File: config.mk
export PLATFORM = sky130hd
export DESIGN_NAME = fpu_core
export DESIGN_NICKNAME = d
export VERILOG_FILES = /design/src/rtl/fpu_core.sv
export SDC_FILE = /design/constraint.sdc
export NUM_CORES = 1
export LEC_CHECK = 0
export ABC_AREA = 0
export BUFFER_PORTS_ARGS = -buffer_cell sky130_fd_sc_hd__buf_2
export CORE_UTILIZATION = 40
export CTS_CLUSTER_DIAMETER = 80
export DETAILED_ROUTE_END_ITERATION = 6
export GPL_TIMING_DRIVEN = 0
export MAX_ROUTING_LAYER = met4
export PLACE_DENSITY_LB_ADDON = 0.3
export REMOVE_ABC_BUFFERS = 1
export SYNTH_ARGS = -nofsm -noshare
export SYNTH_HDL_FRONTEND = slang
export SYNTH_SLANG_ARGS = --single-unit
File: constraint.sdc
create_clock -name clk -period 13.7 [get_ports clk]
set_input_delay 1.37 -clock clk [delete_from_list [all_inputs] [get_ports clk]]
set_output_delay 1.37 -clock clk [all_outputs]
set_load 0.005 [all_outputs]
File: src/rtl/fpu_core.sv
// fpu_core: memory-mapped IEEE-754 single-precision add/sub coprocessor on an 8-bit host bus.
// Optional read-only status register at 0xD, enabled by defining FPU_STATUS_REG_EN.
`timescale 1ns/1ps

package fpu_core_pkg;
   typedef enum logic [7:0] {
      op_add = 8'h00,
      op_sub = 8'h01
   } e_fpu_operation;
endpackage

module fpu_core
   import fpu_core_pkg::*;
(
   input  logic       clk,
   input  logic       arst,
   input  logic [7:0] databus_in,
   output logic [7:0] databus_out,
   input  logic [3:0] addr,
   input  logic       cs,
   input  logic       rd,
   input  logic       wr,
   input  logic       end_ack,
   output logic       cmd_end,
   output logic       busy
);

   localparam logic [31:0] QNAN = 32'h7FC0_0000;

   // DECODE is the extra pipeline slot that gives the fixed six-cycle busy window.
   typedef enum logic [2:0] {
      ST_IDLE, ST_DECODE, ST_UNPACK, ST_ALIGN, ST_ADD, ST_NORMALIZE, ST_ROUND, ST_DONE
   } state_t;

   state_t      state, state_nxt;
   logic [31:0] op_a, op_b, result;
   logic [7:0]  cmd_reg;
   logic        wr_q;
   logic        bus_wr, cmd_start;

   assign bus_wr    = ~cs & ~wr;
   assign cmd_start = bus_wr & wr_q & (addr == 4'h8) & (state == ST_IDLE);

   always_ff @(posedge clk or posedge arst) begin
      if (arst) begin
         op_a    <= '0;
         op_b    <= '0;
         cmd_reg <= '0;
         wr_q    <= '0;
      end else begin
         wr_q <= wr;
         if (bus_wr && !busy) begin
            case (addr)
               4'h0:    op_a[7:0]   <= databus_in;
               4'h1:    op_a[15:8]  <= databus_in;
               4'h2:    op_a[23:16] <= databus_in;
               4'h3:    op_a[31:24] <= databus_in;
               4'h4:    op_b[7:0]   <= databus_in;
               4'h5:    op_b[15:8]  <= databus_in;
               4'h6:    op_b[23:16] <= databus_in;
               4'h7:    op_b[31:24] <= databus_in;
               default: ;
            endcase
         end
         if (cmd_start) cmd_reg <= databus_in;
      end
   end

   always_ff @(posedge clk or posedge arst) begin
      if (arst) state <= ST_IDLE;
      else      state <= state_nxt;
   end

   always_comb begin
      state_nxt = state;
      case (state)
         ST_IDLE:      if (cmd_start) state_nxt = ST_DECODE;
         ST_DECODE:    state_nxt = ST_UNPACK;
         ST_UNPACK:    state_nxt = ST_ALIGN;
         ST_ALIGN:     state_nxt = ST_ADD;
         ST_ADD:       state_nxt = ST_NORMALIZE;
         ST_NORMALIZE: state_nxt = ST_ROUND;
         ST_ROUND:     state_nxt = ST_DONE;
         ST_DONE:      if (end_ack) state_nxt = ST_IDLE;
         default:      state_nxt = ST_IDLE;
      endcase
   end

   always_comb begin
      busy    = 1'b0;
      cmd_end = 1'b0;
      case (state)
         ST_IDLE: ;
         ST_DONE: cmd_end = 1'b1;
         default: busy = 1'b1;
      endcase
   end

   // Stage registers
   logic        d_special, d_sa, d_sb;
   logic [31:0] d_special_val;
   logic [7:0]  d_ea, d_eb;
   logic [23:0] d_ma, d_mb;
   logic        u_sign, u_eff_sub;
   logic [7:0]  u_el, u_diff;
   logic [23:0] u_ml, u_ms;
   logic [26:0] a_ml, a_ms;
   logic [27:0] s_sum;
   logic [26:0] n_frac;
   logic [9:0]  n_exp;
   logic        n_zero;

   // Decode: special operands and effective sign of B
   logic        dc_sb, dc_nan_a, dc_nan_b, dc_inf_a, dc_inf_b, dc_known, dc_special;
   logic [31:0] dc_special_val;

   always_comb begin
      dc_sb          = op_b[31] ^ (cmd_reg == op_sub);
      dc_nan_a       = (&op_a[30:23]) & (|op_a[22:0]);
      dc_nan_b       = (&op_b[30:23]) & (|op_b[22:0]);
      dc_inf_a       = (&op_a[30:23]) & ~(|op_a[22:0]);
      dc_inf_b       = (&op_b[30:23]) & ~(|op_b[22:0]);
      dc_known       = (cmd_reg == op_add) || (cmd_reg == op_sub);
      dc_special     = 1'b1;
      dc_special_val = QNAN;
      if (!dc_known || dc_nan_a || dc_nan_b) begin
         dc_special_val = QNAN;
      end else if (dc_inf_a && dc_inf_b) begin
         dc_special_val = (op_a[31] != dc_sb) ? QNAN : {op_a[31], 8'hFF, 23'h0};
      end else if (dc_inf_a) begin
         dc_special_val = {op_a[31], 8'hFF, 23'h0};
      end else if (dc_inf_b) begin
         dc_special_val = {dc_sb, 8'hFF, 23'h0};
      end else begin
         dc_special = 1'b0;
      end
   end

   logic        a_ge_b;
   logic [49:0] al_wide;
   logic [26:0] al_ms;
   logic [27:0] ad_sum;

   assign a_ge_b = {d_ea, d_ma} >= {d_eb, d_mb};

   // Alignment keeps 24 significand bits plus guard, round and a sticky OR of the rest.
   always_comb begin
      al_wide = {u_ms, 26'h0} >> u_diff;
      if (u_diff > 8'd26) al_ms = {26'h0, |u_ms};
      else                al_ms = {al_wide[49:24], |al_wide[23:0]};
   end

   assign ad_sum = u_eff_sub ? ({1'b0, a_ml} - {1'b0, a_ms}) : ({1'b0, a_ml} + {1'b0, a_ms});

   logic [4:0]  nm_lz;
   logic [26:0] nm_frac;
   logic [9:0]  nm_exp;

   always_comb begin
      nm_lz = '0;
      for (int unsigned i = 0; i < 27; i++)
         if (s_sum[i]) nm_lz = 5'(26 - i);
      if (s_sum[27]) begin
         nm_frac = {s_sum[27:2], |s_sum[1:0]};
         nm_exp  = {2'b00, u_el} + 10'd1;
      end else begin
         nm_frac = s_sum[26:0] << nm_lz;
         nm_exp  = {2'b00, u_el} - {5'b0, nm_lz};
      end
   end

   logic        rn_up, rn_uflow, rn_oflow;
   logic [24:0] rn_mant;
   logic [9:0]  rn_exp;
   logic [22:0] rn_frac;
   logic [31:0] rn_result;

   always_comb begin
      rn_up    = n_frac[2] & (n_frac[3] | n_frac[1] | n_frac[0]);
      rn_mant  = {1'b0, n_frac[26:3]} + {24'h0, rn_up};
      rn_exp   = n_exp + {9'h0, rn_mant[24]};
      rn_frac  = rn_mant[24] ? rn_mant[23:1] : rn_mant[22:0];
      rn_uflow = rn_exp[9] || (rn_exp == '0);
      rn_oflow = !rn_exp[9] && (rn_exp >= 10'd255);
      if (d_special)     rn_result = d_special_val;
      else if (n_zero)   rn_result = '0;
      else if (rn_uflow) rn_result = {u_sign, 31'h0};
      else if (rn_oflow) rn_result = {u_sign, 8'hFF, 23'h0};
      else               rn_result = {u_sign, rn_exp[7:0], rn_frac};
   end

   always_ff @(posedge clk or posedge arst) begin
      if (arst) begin
         d_special <= '0; d_special_val <= '0; d_sa <= '0; d_sb <= '0;
         d_ea <= '0; d_eb <= '0; d_ma <= '0; d_mb <= '0;
         u_sign <= '0; u_eff_sub <= '0; u_el <= '0; u_diff <= '0; u_ml <= '0; u_ms <= '0;
         a_ml <= '0; a_ms <= '0; s_sum <= '0;
         n_frac <= '0; n_exp <= '0; n_zero <= '0;
         result <= '0;
      end else begin
         case (state)
            ST_DECODE: begin
               d_special     <= dc_special;
               d_special_val <= dc_special_val;
               d_sa          <= op_a[31];
               d_sb          <= dc_sb;
               d_ea          <= op_a[30:23];
               d_eb          <= op_b[30:23];
               d_ma          <= (op_a[30:23] == '0) ? '0 : {1'b1, op_a[22:0]};
               d_mb          <= (op_b[30:23] == '0) ? '0 : {1'b1, op_b[22:0]};
            end
            ST_UNPACK: begin
               u_eff_sub <= d_sa ^ d_sb;
               if (a_ge_b) begin
                  u_sign <= d_sa; u_el <= d_ea; u_ml <= d_ma; u_ms <= d_mb; u_diff <= d_ea - d_eb;
               end else begin
                  u_sign <= d_sb; u_el <= d_eb; u_ml <= d_mb; u_ms <= d_ma; u_diff <= d_eb - d_ea;
               end
            end
            ST_ALIGN: begin
               a_ml <= {u_ml, 3'b000};
               a_ms <= al_ms;
            end
            ST_ADD:       s_sum <= ad_sum;
            ST_NORMALIZE: begin
               n_frac <= nm_frac;
               n_exp  <= nm_exp;
               n_zero <= (s_sum == '0);
            end
            ST_ROUND:     result <= rn_result;
            default: ;
         endcase
      end
   end

`ifdef FPU_STATUS_REG_EN
   logic [3:0] status_q;  // {invalid, overflow, sign, zero}

   always_ff @(posedge clk or posedge arst) begin
      if (arst) begin
         status_q <= '0;
      end else if (state == ST_ROUND) begin
         status_q <= {(&rn_result[30:23]) & (|rn_result[22:0]),
                      rn_result[30:0] == 31'h7F80_0000,
                      rn_result[31],
                      rn_result[30:0] == '0};
      end
   end
`endif

   always_comb begin
      databus_out = '0;
      if (!cs && !rd) begin
         case (addr)
            4'h9:    databus_out = result[7:0];
            4'hA:    databus_out = result[15:8];
            4'hB:    databus_out = result[23:16];
            4'hC:    databus_out = result[31:24];
`ifdef FPU_STATUS_REG_EN
            4'hD:    databus_out = {2'b00, status_q, cmd_end, busy};
`endif
            default: ;
         endcase
      end
   end

endmodule

---- Word-level counts from Yosys, hierarchy flattened ----
Index checks and enable logic that the tools add are counted.
word-level totals
  output and inout port bits .............. 10
  bits of input ports ..................... 18
  RAM bits ................................ 0
  latch bits .............................. 0
  bits in read-only memories .............. 0
  flip-flop bits (word level) ............. 390
  memories ................................ 0
cells by class
  bitwise logic cells ..................... 17
  reductions and logical operators ........ 36
  div/mod/pow operators ................... 0
  magnitude comparators ................... 3
  shift-type cells ........................ 2
  multiply operators ...................... 0
  $add $sub $neg .......................... 8
  equal/unequal tests ..................... 23
  mux-type cells .......................... 59
operator list
  cell                count
  $mux 32             7
  $mux 5              27
  $mux 24             4
  $mux 31             2
  $mux 27             2
  $shr 50x8->50       1
  $reduce_or 24->1    2
  $reduce_or 23->1    2
  $ge 32x32->1        1
  $pmux 8 s4          1
  $add 27x27->28      1
  $logic_not 28->1    1
  $mux 28             1
  $sub 27x27->28      1
  $shl 27x5->27       1
  $add 24x1->25       1
  $logic_not 8->1     3
  $mux 8              3
  $pmux 3 s8          1
  $mux 23             1
  $eq 4x4->1 const B  5
  $reduce_and 2->1    9
  $eq 4x3->1 const B  4
  $reduce_and 8->1    2
  other kinds (28)    65

---- Longest topological paths before layout ----
Gate-level depths: netlist of run 1.
  depth after elaboration ................. 29
  mapped depth ............................ 20

---- Least setup slack after synthesis of run 1 ----
No wires, ideal clock.
  kind .................................... input -> output
  start point ............................. in addr[3]
  end point ............................... out databus_out[6]
  required time ........................... 12.330 ns
  data arrival time ....................... 2.368 ns
  stages .................................. 6
  slack ................................... 9.962 ns
  cells stage by stage .................... nor2b_1 > clkbuf_1 > nor2b_1 > clkbuf_1 > a222oi_1 > nor2_1
between the ends
  word-level cells in the longest chain between the ends .. 3
RTL lines
  item             line  RTL
  start, declared  19    input logic [3:0] addr,
  $eq 4x4->1       254   case (addr)
  $pmux 8 s4 *     254
  $mux 8 *         253   if (!cs && !rd) begin
  end, declared    18    output logic [7:0] databus_out,
Every way passes the cells marked *; elsewhere a longest branch is shown, timed or not.

---- Worst setup path after layout of run 1 ----
  start point ............................. reg s_sum[14]
  end point ............................... reg n_exp[7]
between the ends
  word-level cells in the longest chain between the ends .. 15
RTL lines
  item                    line  RTL
  start, declared         108   logic [27:0] s_sum;
  start signal, assigned  224   ST_ADD: s_sum <= ad_sum;
  $mux 5 (13 in series)   162   if (s_sum[i]) nm_lz = 5'(26 - i);
  $sub 8x5->9             168   nm_exp = {2'b00, u_el} - {5'b0, nm_lz};
  $mux 10                 163   if (s_sum[27]) begin
  end signal, assigned    227   n_exp <= nm_exp;
  end, declared           110   logic [9:0] n_exp;
Every way passes these cells.
A chain may end at the register's enable or synchronous reset.

==> metrics, run 1 <==
layout cells sized above 1 11.53%; post-CTS setup buffer count 0; cells resized by post-CTS repair 0; number of remaining DRC errors 0; Non-Filler Instances 3185; period utilization 35.87%; root buffer cell clkbuf_16; vias in the first global route 17611; H-tree Lvls 2; critical path class flip-flop to flip-flop; Comb power frac 54.6%; fin crit period 4.914 ns; Slew @ Worst Pin 1.437 ns; commonest non-fill, non-tap cells in the layout 358 x dfrtp_1, 249 x nor2_1, 231 x a21oi_1; #FFs+latches synth 361; hold_buf cts 0; RePlAce Congestion 0.9236; Max Fanout on Critical Path 16; Synth Area in Adders 5.857%; Distinct cells, synth 84; DRT Pass-1 Iters 5; All-Layer GR Usage 22.23%; Flop pwr share 29.3%; antenna viol nets, final 0; 1st-iter DRT viols 1555; simple-gate portion of the synthesized area 14.99%; CTS sink cnt 361; worst hold path class flip-flop to flip-flop; multi-input logic area 12200 um^2; Syn Area/Cell 9.033 um^2; clk buf depth 3; global-route wire length before repair 98.60 mm; max frequency 203.5 MHz; initial antenna violation count 0; Cells after Synth 2469; die span in y 238.1 um; VDD IR max 0.0001965 V; WL final 60.70 mm; total CTS buffers 40; Die ar. 56710 um^2; final hold vios 0; Worst Skew 0.03352 ns; nets 2530; RSZ-0062 raised after global routing false; Pint 3.834 mW; detailed placer's ending HPWL 45.16 mm; commonest non-fill, non-tap cell in the layout dfrtp_1; Wirelength per Cell 19.06 um; status finished clean; fin util 44.71%; vias per inst 5.707; DP Cell Count 3116; area of the core 55090 um^2; fillers 5400; Vias 18178; largest family of logic cells by synthesized area compound AO/OA/AOI/OAI gates; number of flops mapped to enable cells by yosys 0; Compound-Gate Fraction of Synth Area 19.37%; largest net degree at the start of global routing 127; Worst-Skew Late Latency 0.57 ns; Seq/Total Area, Yosys 40.50%; Initial Util 40.48%; Mapped Area 22300 um^2; Worst EP arrival 5.34 ns; biggest regs op_a x32, op_b x32, result x32; Port Buffers 27; Leak Pwr 10.70 nW; ys flop type dfrtp_1; Worst EP required 14.12 ns; Sequential Area 9037 um^2; switching power 3.312 mW; CTS tree done; sw frac 46.35%; xor/xnor share of the synthesized area 2.788%; # setup viols final 0; slew margin rel. 3.998%; clock-pin slew on the worst setup and hold paths 0.05 ns; n_diodes 0; asr flop ratio synth 100.0%; num rows 86; mux share of post-synthesis cell area 11.47%; Die X 238.1 um; Critical Path Start Type flip-flop; Slew Limit Fails 0; Max Cap Viol 0; Clock Power Share 16.0%; pwr/cell area 290.1 nW/um^2; Synth-to-Final Area Change 10.45%; CP endpoint kind flip-flop; grt total ovfl 0; synth warn 0; I/O Pins 28
path summary, 6_finish.rpt:
check	startpoint	cells past startpoint	slack [ns]	end
worst min register to register	d_special_val[30]	1	0.48	d_special_val[30]
min in group asynchronous	arst	2	0.91	u_ml[0]
worst max register to register	s_sum[14]	15	8.79	n_exp[7]
max in group asynchronous	arst	4	11.10	result[19]
worst min-delay path	d_special_val[30]	1	0.48	d_special_val[30]
worst max-delay path	s_sum[14]	15	8.79	n_exp[7]
per-stage QoR:
stage               hold WS [ns]  setup slack (ns)  cell area [um^2]  total power [mW]  setup TNS, ns
global route              0.5038             8.232             24630             7.693              0
finish                    0.4822             8.786             24630             7.146              0
detailed placement        0.4696             8.805             23240             5.964              0
floorplan                 0.4399             2.311             21680             4.696              0
CTS                       0.4827             8.792             24630             7.143              0
global placement          0.4648            -1.666             22750             5.600        -573.49
per-layer routing:
layer | vias to the layer above | global-route usage, % | wire [um]
li1 | 8748 | - | -
met1 | 8876 | 30.08 | 28010
met2 | 470 | 35.57 | 28660
met3 | 84 | 2.823 | 2832
met4 | 0 | 4.992 | 1197
met5 | - | - | 0
critical path, cell delays in order (launching register included):
cell	delay, ns
dfrtp_1	0.55
o21ai_0	0.20
a2111oi_0	0.70
a21oi_1	0.22
o31ai_4	0.84
clkinv_1	0.66
ha_1	0.39
inv_1	0.08
a21o_1	0.11
a21o_1	0.14
a21oi_1	0.07
o21ai_0	0.23
nor3_1	0.08
a41oi_1	0.24
xor2_1	0.17
o21ai_0	0.08
power groups by stage:
stage                     registers (mW)  clock network [mW]  logic (mW)
after floorplan                     1.88                   0        2.82
after global placement              2.08                   0        3.52
after detailed placement            2.10                   0        3.86
after CTS                           2.09                1.17        3.89
after global routing                2.17                1.21        4.32
final                               2.10                1.15        3.90
area by class of cell:
class,count,area share [%]
multi-input cells,1822,49.54
flip-flops and latches,361,36.69
clock buffers,55,4.576
well taps,748,3.799
repair buffers,53,2.255
inverters,132,2.062
clock inverters,14,1.082
cells in the mapped netlist (13+ instances only):
master    instances  area [um^2]
dfrtp_1         361         9034
nor2b_1          15        93.84
inv_1           127        476.7
nand2b_1         19        118.9
a21o_1           20        150.1
nor2_1          250        938.4
clkbuf_1        126        473.0
o21a_1           14        105.1
o31ai_1          13        97.59
mux2_2          120         1351
nor3_1           51        255.2
and3_1           15        93.84
o211ai_1         15        112.6
nor4_1           40        250.2
nand4_1          22        137.6
ha_1             98         1226
a22o_1           45        394.1
a221oi_1         18        157.7
xnor2_1          46        402.9
o21ai_0         203         1016
a211oi_1         19        142.6
nand3_1          50        250.2
mux2i_1          98        980.9
nand2_1         210        788.3
a21oi_1         233         1166
xor2_1           25        219.0
kinds of logic after synthesis:
kind of cell	count (synthesis)
buffers and inverters	286
muxes	229
xor gates and xnor gates	71
and+or+nand+nor	729
AOI/OAI and AO/OA	691
DFF	361
adders and majority gates	102
Power figures use the tool's default switching activity.
==> inputs of run 2 (changes only) <==
- clock period: 13.7 -> 4.1 ns (I/O delays scaled with it)
==> run 2 against run 1 <==
  * The run now ends with hold timing left
  * Critical endpoint unchanged
  * Flip-flop and latch count unchanged
  * Critical path depth is 1 lower
  * Worst hold slack lost 0.53 ns
  * Clock skew down 0.00077 ns
  * Via count up 0.46%
  * Clock power rose to 3.3 times the previous value
  * Die area did not move
  * Final area is 0.76% higher
  * First-iteration DRC count is 0.51% lower
==> metrics, run 2 (same netlist as run 1, synthesis figures left out) <==
status finished with violations; failing checks hold timing; total CTS buffers 40 (unchanged); Flop pwr share 29.1% (-0.2 points); slew margin rel. 2.784% (-1.2 points); Port Buffers 27 (unchanged); Max Cap Viol 0 (unchanged); commonest non-fill, non-tap cells in the layout 355 x dfrtp_1, 246 x nor2_1, 231 x a21oi_1; CTS tree done; Worst EP required 4.57 ns (-9.55 ns); Max Fanout on Critical Path 21 (+5); CTS sink cnt 361 (unchanged); CP Cell Sequence or4_1 > or3_1 > a2111oi_4 > nor2_4 > inv_8 > ha_1 > a21o_1 > a21o_1 > a21oi_1 > o21ai_0 > nor3_1 > a41oi_1 > xor2_1 > o21ai_0; Clock Power Share 15.9% (about the same); initial antenna violation count 0 (unchanged); Buf/Inv on CP 1 (-1); DRT Pass-1 Iters 5 (unchanged); Slew Limit Fails 0 (unchanged); Slew @ Worst Pin 1.455 ns (+0.01817 ns); root buffer cell clkbuf_16; Leak Pwr 10.74 nW (+0.44%); vias in the first global route 17684 (+0.41%); period utilization 96.22% (+60 points); Critical-path top delay cell or4_1; layout cells sized above 1 12.56% (+1.0 points); global-route wire length before repair 99.07 mm (+0.48%); Die ar. 56710 um^2 (unchanged); n_diodes 0 (unchanged); DP Worst Slack -0.7946 ns (-9.600 ns); Setup TNS 0 ns (unchanged); RR Startpoint s_sum[19]; Critical Path Start Type flip-flop; WL final 61.20 mm (+0.81%); Worst EP arrival 4.41 ns (-0.93 ns); RePlAce Congestion 0.9236 (unchanged); number of remaining DRC errors 0 (unchanged); biggest regs op_a x32, op_b x32, result x32; All-Layer GR Usage 22.36% (+0.13 points); area of the core 55090 um^2 (unchanged); largest net degree at the start of global routing 127 (unchanged); fin area 24820 um^2 (+0.76%); vias per inst 5.721 (+0.24%); num rows 86 (unchanged); Top delay family on crit path simple AND/OR/NAND/NOR gates; Die X 238.1 um (unchanged); fin crit period 3.945 ns (-0.9690 ns); end of the worst register-to-register path n_exp[7]; H-tree Lvls 2 (unchanged); antenna viol nets, final 0 (unchanged); CP max stage delay 0.58 ns (-0.26 ns); Min Hold Slack -0.05246 ns (-0.5347 ns); I/O Pins 28 (unchanged); Synth-to-Final Area Change 11.29%; clk buf depth 3 (unchanged); final hold vios 26 (+26); Initial Util 40.48% (unchanged); fillers 5393 (-0.13%); # setup viols final 0 (unchanged); sw frac 46.36% (about the same); commonest non-fill, non-tap cell in the layout dfrtp_1; Comb power frac 55.0% (+0.4 points); PnR worst setup slack 0.1550 ns (-8.631 ns); pwr/cell area 970.3 nW/um^2 (+230%); Power Total 24.08 mW (+240%); worst hold path class input pin to asynchronous set/reset pin; detailed placer's ending HPWL 45.16 mm (unchanged); R2R Setup Slk 0.16 ns (-8.63 ns); 1st-iter DRT viols 1547 (-0.51%); depth of the most critical reg-to-reg path 14 (-1); VDD IR max 0.0006588 V (+240%); Worst Skew 0.03275 ns (-0.0007693 ns); Vias 18262 (+0.46%); nets 2537 (+0.28%); Worst path depth 14 (-1); max frequency 253.5 MHz (+25%); critical path class flip-flop to flip-flop; clock-pin slew on the worst setup and hold paths 0.06 ns (about the same); RSZ-0062 raised after global routing true; grt total ovfl 0 (unchanged); CP endpoint kind flip-flop; placed cell areas 23240 um^2 (unchanged); die span in y 238.1 um (unchanged); Wirelength per Cell 19.17 um (+0.59%); Worst-Skew Late Latency 0.57 ns (about the same); Pint 12.92 mW (+240%); switching power 11.17 mW (+240%)
==> run 2: final cells by class <==
cell class	instances	area (um^2)	share of cell area [%]
clock buffer	55	1127	4.542
tap	748	935.9	3.771
clock inverter	14	266.5	1.074
multi-input combinational	1823	12320	49.65
timing repair buffer	59	615.6	2.480
inverter	132	510.5	2.057
sequential	361	9041	36.43
==> run 2: how the worst max path moves through the flow <==
| stage | from | to |
|---|---|---|
| after floorplan | arst | a_ml[10] |
| after global placement | arst | result[9] |
| after detailed placement | n_frac[2] | result[17] |
| after CTS | n_frac[3] | result[22] |
| after global routing | s_sum[23] | n_exp[7] |
| final | s_sum[19] | n_exp[7] |
==> run 2: metrics by stage <==
stage	hold WS [ns]	instances	utilization (%)
after floorplan	0.4399	2315	-
after global placement	0.4648	3090	41.30
after detailed placement	0.4696	3116	42.18
after CTS	0.01821	3190	44.90
after global routing	0.06179	3192	45.05
final	-0.05246	3192	45.05
==> run 2: repair_timing <==
item / in CTS / in global routing
buffers inserted: 3 / 2
hold buffers: 1 / 0
resized for setup: 20 / 16
endpoints found under the hold margin: 1 / 0
cloned: 1 / 0
setup endpoints to repair: 43 / 41
pin swaps: 6 / 2
==> run 2: power groups by stage <==
stage               sequential (mW)  combinational, mW  clock [mW]
global placement               6.96               11.0           0
detailed placement             7.03               12.9           0
floorplan                      6.27               8.62           0
finish                         7.02               13.2        3.83
CTS                            6.97               13.1        3.91
global route                   7.25               14.6        4.05
==> run 2: layer usage <==
layer	wire length (um)	vias to the layer above	global-route usage [%]
li1	-	8767	-
met1	28480	8952	30.10
met2	28890	461	35.79
met3	2607	82	2.846
met4	1226	0	5.361
met5	0	-	-
==> inputs of run 3 (changes only) <==
- GPL_TIMING_DRIVEN: 0 -> unset
==> run 3 against run 2 <==
  * The run now ends clean
  * Total power fell by 0.26%
  * Wire length rose by 2.5%
  * Combinational power barely moved
  * Setup slack improved by 0.12 ns
  * Worst hold slack improved by 0.21 ns
  * Final area fell by 0.20%
  * Clock skew rose by 0.00091 ns
  * Fmax rose by 3.1%
  * Largest cell class unchanged
  * Largest power group unchanged
  * Highest routed layer unchanged
==> metrics, run 3 (same netlist as run 1, synthesis figures left out) <==
clk buf depth 3 (unchanged); final hold vios 0 (-100%); commonest non-fill, non-tap cell in the layout dfrtp_1; DRT Pass-1 Iters 6 (+1); Power Total 24.02 mW (-0.26%); Worst EP arrival 4.26 ns (-0.15 ns); root buffer cell clkbuf_16; Initial Util 40.48% (unchanged); CP endpoint kind flip-flop; biggest regs op_a x32, op_b x32, result x32; Worst path depth 20 (+6); grt total ovfl 0 (unchanged); fillers 5418 (+0.46%); Critical Path Start Type flip-flop; Worst EP required 4.53 ns (-0.04 ns); Slew @ Worst Pin 1.152 ns (-0.3034 ns); commonest non-fill, non-tap cells in the layout 361 x dfrtp_1, 247 x nor2_1, 232 x a21oi_1; Slew Limit Fails 0 (unchanged); Die ar. 56710 um^2 (unchanged); vias per inst 5.730 (+0.15%); # setup viols final 0 (unchanged); global-route wire length before repair 100.8 mm (+1.7%); Critical-path top delay cell o311a_4; initial antenna violation count 2 (+2); largest net degree at the start of global routing 132 (+3.9%); 1st-iter DRT viols 1454 (-6.0%); n_diodes 0 (unchanged); Worst-Skew Late Latency 0.58 ns (about the same); fin crit period 3.828 ns (-0.1169 ns); Worst Skew 0.03367 ns (+0.0009135 ns); Buf/Inv on CP 3 (+2); antenna viol nets, final 0 (unchanged); I/O Pins 28 (unchanged); clock-pin slew on the worst setup and hold paths 0.06 ns (about the same); detailed placer's ending HPWL 46.77 mm (+3.6%); Max Fanout on Critical Path 10 (-52%); die span in y 238.1 um (unchanged); RR Startpoint n_frac[2]; num rows 86 (unchanged); CTS tree done; period utilization 93.37% (-2.9 points); worst hold path class input pin to flip-flop; pwr/cell area 969.7 nW/um^2 (about the same); Critical Path Source n_frac[2]; All-Layer GR Usage 22.93% (+0.57 points); most used cell, CP nand2_1; critical path class flip-flop to flip-flop; Top delay family on crit path simple AND/OR/NAND/NOR gates; area of the core 55090 um^2 (unchanged); depth of the most critical reg-to-reg path 20 (+6); CP max stage delay 0.41 ns (-0.17 ns); max frequency 261.2 MHz (+3.1%); Critical Path End result[4]; Wirelength per Cell 19.49 um (+1.6%); Port Buffers 27 (unchanged); CTS sink cnt 361 (unchanged); status finished clean; slew margin rel. 23.21% (+20 points); Die X 238.1 um (unchanged); number of remaining DRC errors 0 (unchanged); post-CTS setup buffer count 0 (-3); CP Cell Sequence and2_1 > ha_2 > nand2_1 > or2_2 > nor2_2 > nand2_1 > or3_4 > inv_1 > ha_2 > ha_4 > nand2_2 > nor2_4 > xnor2_2 > nand2_1 > o311a_4 > inv_1 > nor2_4 > buf_4 > o21ai_0 > o21ai_0; layout cells sized above 1 13.00% (+0.43 points); H-tree Lvls 2 (unchanged); nets 2557 (+0.79%); vias in the first global route 17749 (+0.37%); R2R Setup Slk 0.27 ns (+0.12 ns); Leak Pwr 10.80 nW (+0.57%); WL final 62.71 mm (+2.5%); Min Hold Slack 0.1574 ns (+0.2098 ns); RSZ-0062 raised after global routing false; RePlAce Congestion 0.9298 (+0.67%); VDD IR max 0.0008893 V (+35%); Max Cap Viol 0 (unchanged); total CTS buffers 41 (+2.5%); Synth-to-Final Area Change 11.07%; Vias 18439 (+0.97%); end of the worst register-to-register path result[4]
[run 3: cell count changes in the layout (fill, tap and decap cells not counted), moves of 2 or more]
cell / delta
clkbuf_1: -2
dfrtp_1: +6
buf_4: +41
buf_8: -4
clkinvlp_4: +2
clkinv_2: +4
dfrtp_2: -6
buf_16: -5
buf_6: -12
nor2_4: -3
inv_6: +3
clkbuf_16: +2
nor2_2: +2
bufinv_16: -2
[run 3: per-layer routing]
metal | GRT usage (%) | wire, um | vias up
li1 | - | - | 8814
met1 | 30.81 | 28640 | 9023
met2 | 36.13 | 29330 | 477
met3 | 2.314 | 2660 | 125
met4 | 7.906 | 2082 | 0
met5 | - | 0 | -
[run 3: worst register-to-register path, cell delays in order, from the launching register on]
cell and delay (ns):
dfrtp_1 0.38, and2_1 0.15, ha_2 0.21, nand2_1 0.10, or2_2 0.35, nor2_2 0.15
nand2_1 0.08, or3_4 0.36, inv_1 0.09, ha_2 0.21, ha_4 0.17, nand2_2 0.10
nor2_4 0.15, xnor2_2 0.17, nand2_1 0.13, o311a_4 0.41, inv_1 0.11, nor2_4 0.06
buf_4 0.18, o21ai_0 0.07, o21ai_0 0.09
[run 3: final cells by class]
cell class                      count  area [um^2]  area share [%]
Multi-Input combinational cell   1822        12280           49.58
Sequential cell                   361         9034           36.47
Clock buffer                       56         1184           4.778
Tap cell                          748        935.9           3.778
Timing Repair Buffer               79        580.6           2.344
Inverter                          132        508.0           2.051
Clock inverter                     20        247.7           1.000
[run 3: stage by stage]
stage	cell area [um^2]	TNS [ns]	cells	setup slack, ns	utilization (%)
floorplan	21680	-2557.29	2315	-6.329	-
global placement	23230	0	3140	0.02033	42.17
detailed placement	23230	-0.3619	3140	-0.06496	42.17
CTS	24690	0	3218	0.0002740	44.82
global route	24770	0	3218	0.01612	44.96
finish	24770	0	3218	0.2720	44.96
[run 3: what timing repair did]
item,in CTS,in global routing
gates resized for setup,1,20
pin swaps,0,1
hold buffers,2,0
endpoints found under the setup margin,11,31
endpoints found under the hold margin,17,0
[run 3: worst min path at each step]
stage	depth (start not counted)	startpoint	slack (ns)	end
after detailed placement	2	result[15]	0.47	result[15]
after global routing	4	end_ack	0.14	state[2]
after global placement	1	d_special_val[30]	0.46	d_special_val[30]
after CTS	4	end_ack	0.12	state[2]
final	4	end_ack	0.16	state[2]
after floorplan	1	d_special_val[30]	0.44	d_special_val[30]
[run 3: where the power goes]
part	internal (mW)	switching (mW)	total, mW
registers	4.97	1.81	6.78
logic	5.43	7.96	13.4
clock network	2.30	1.55	3.85
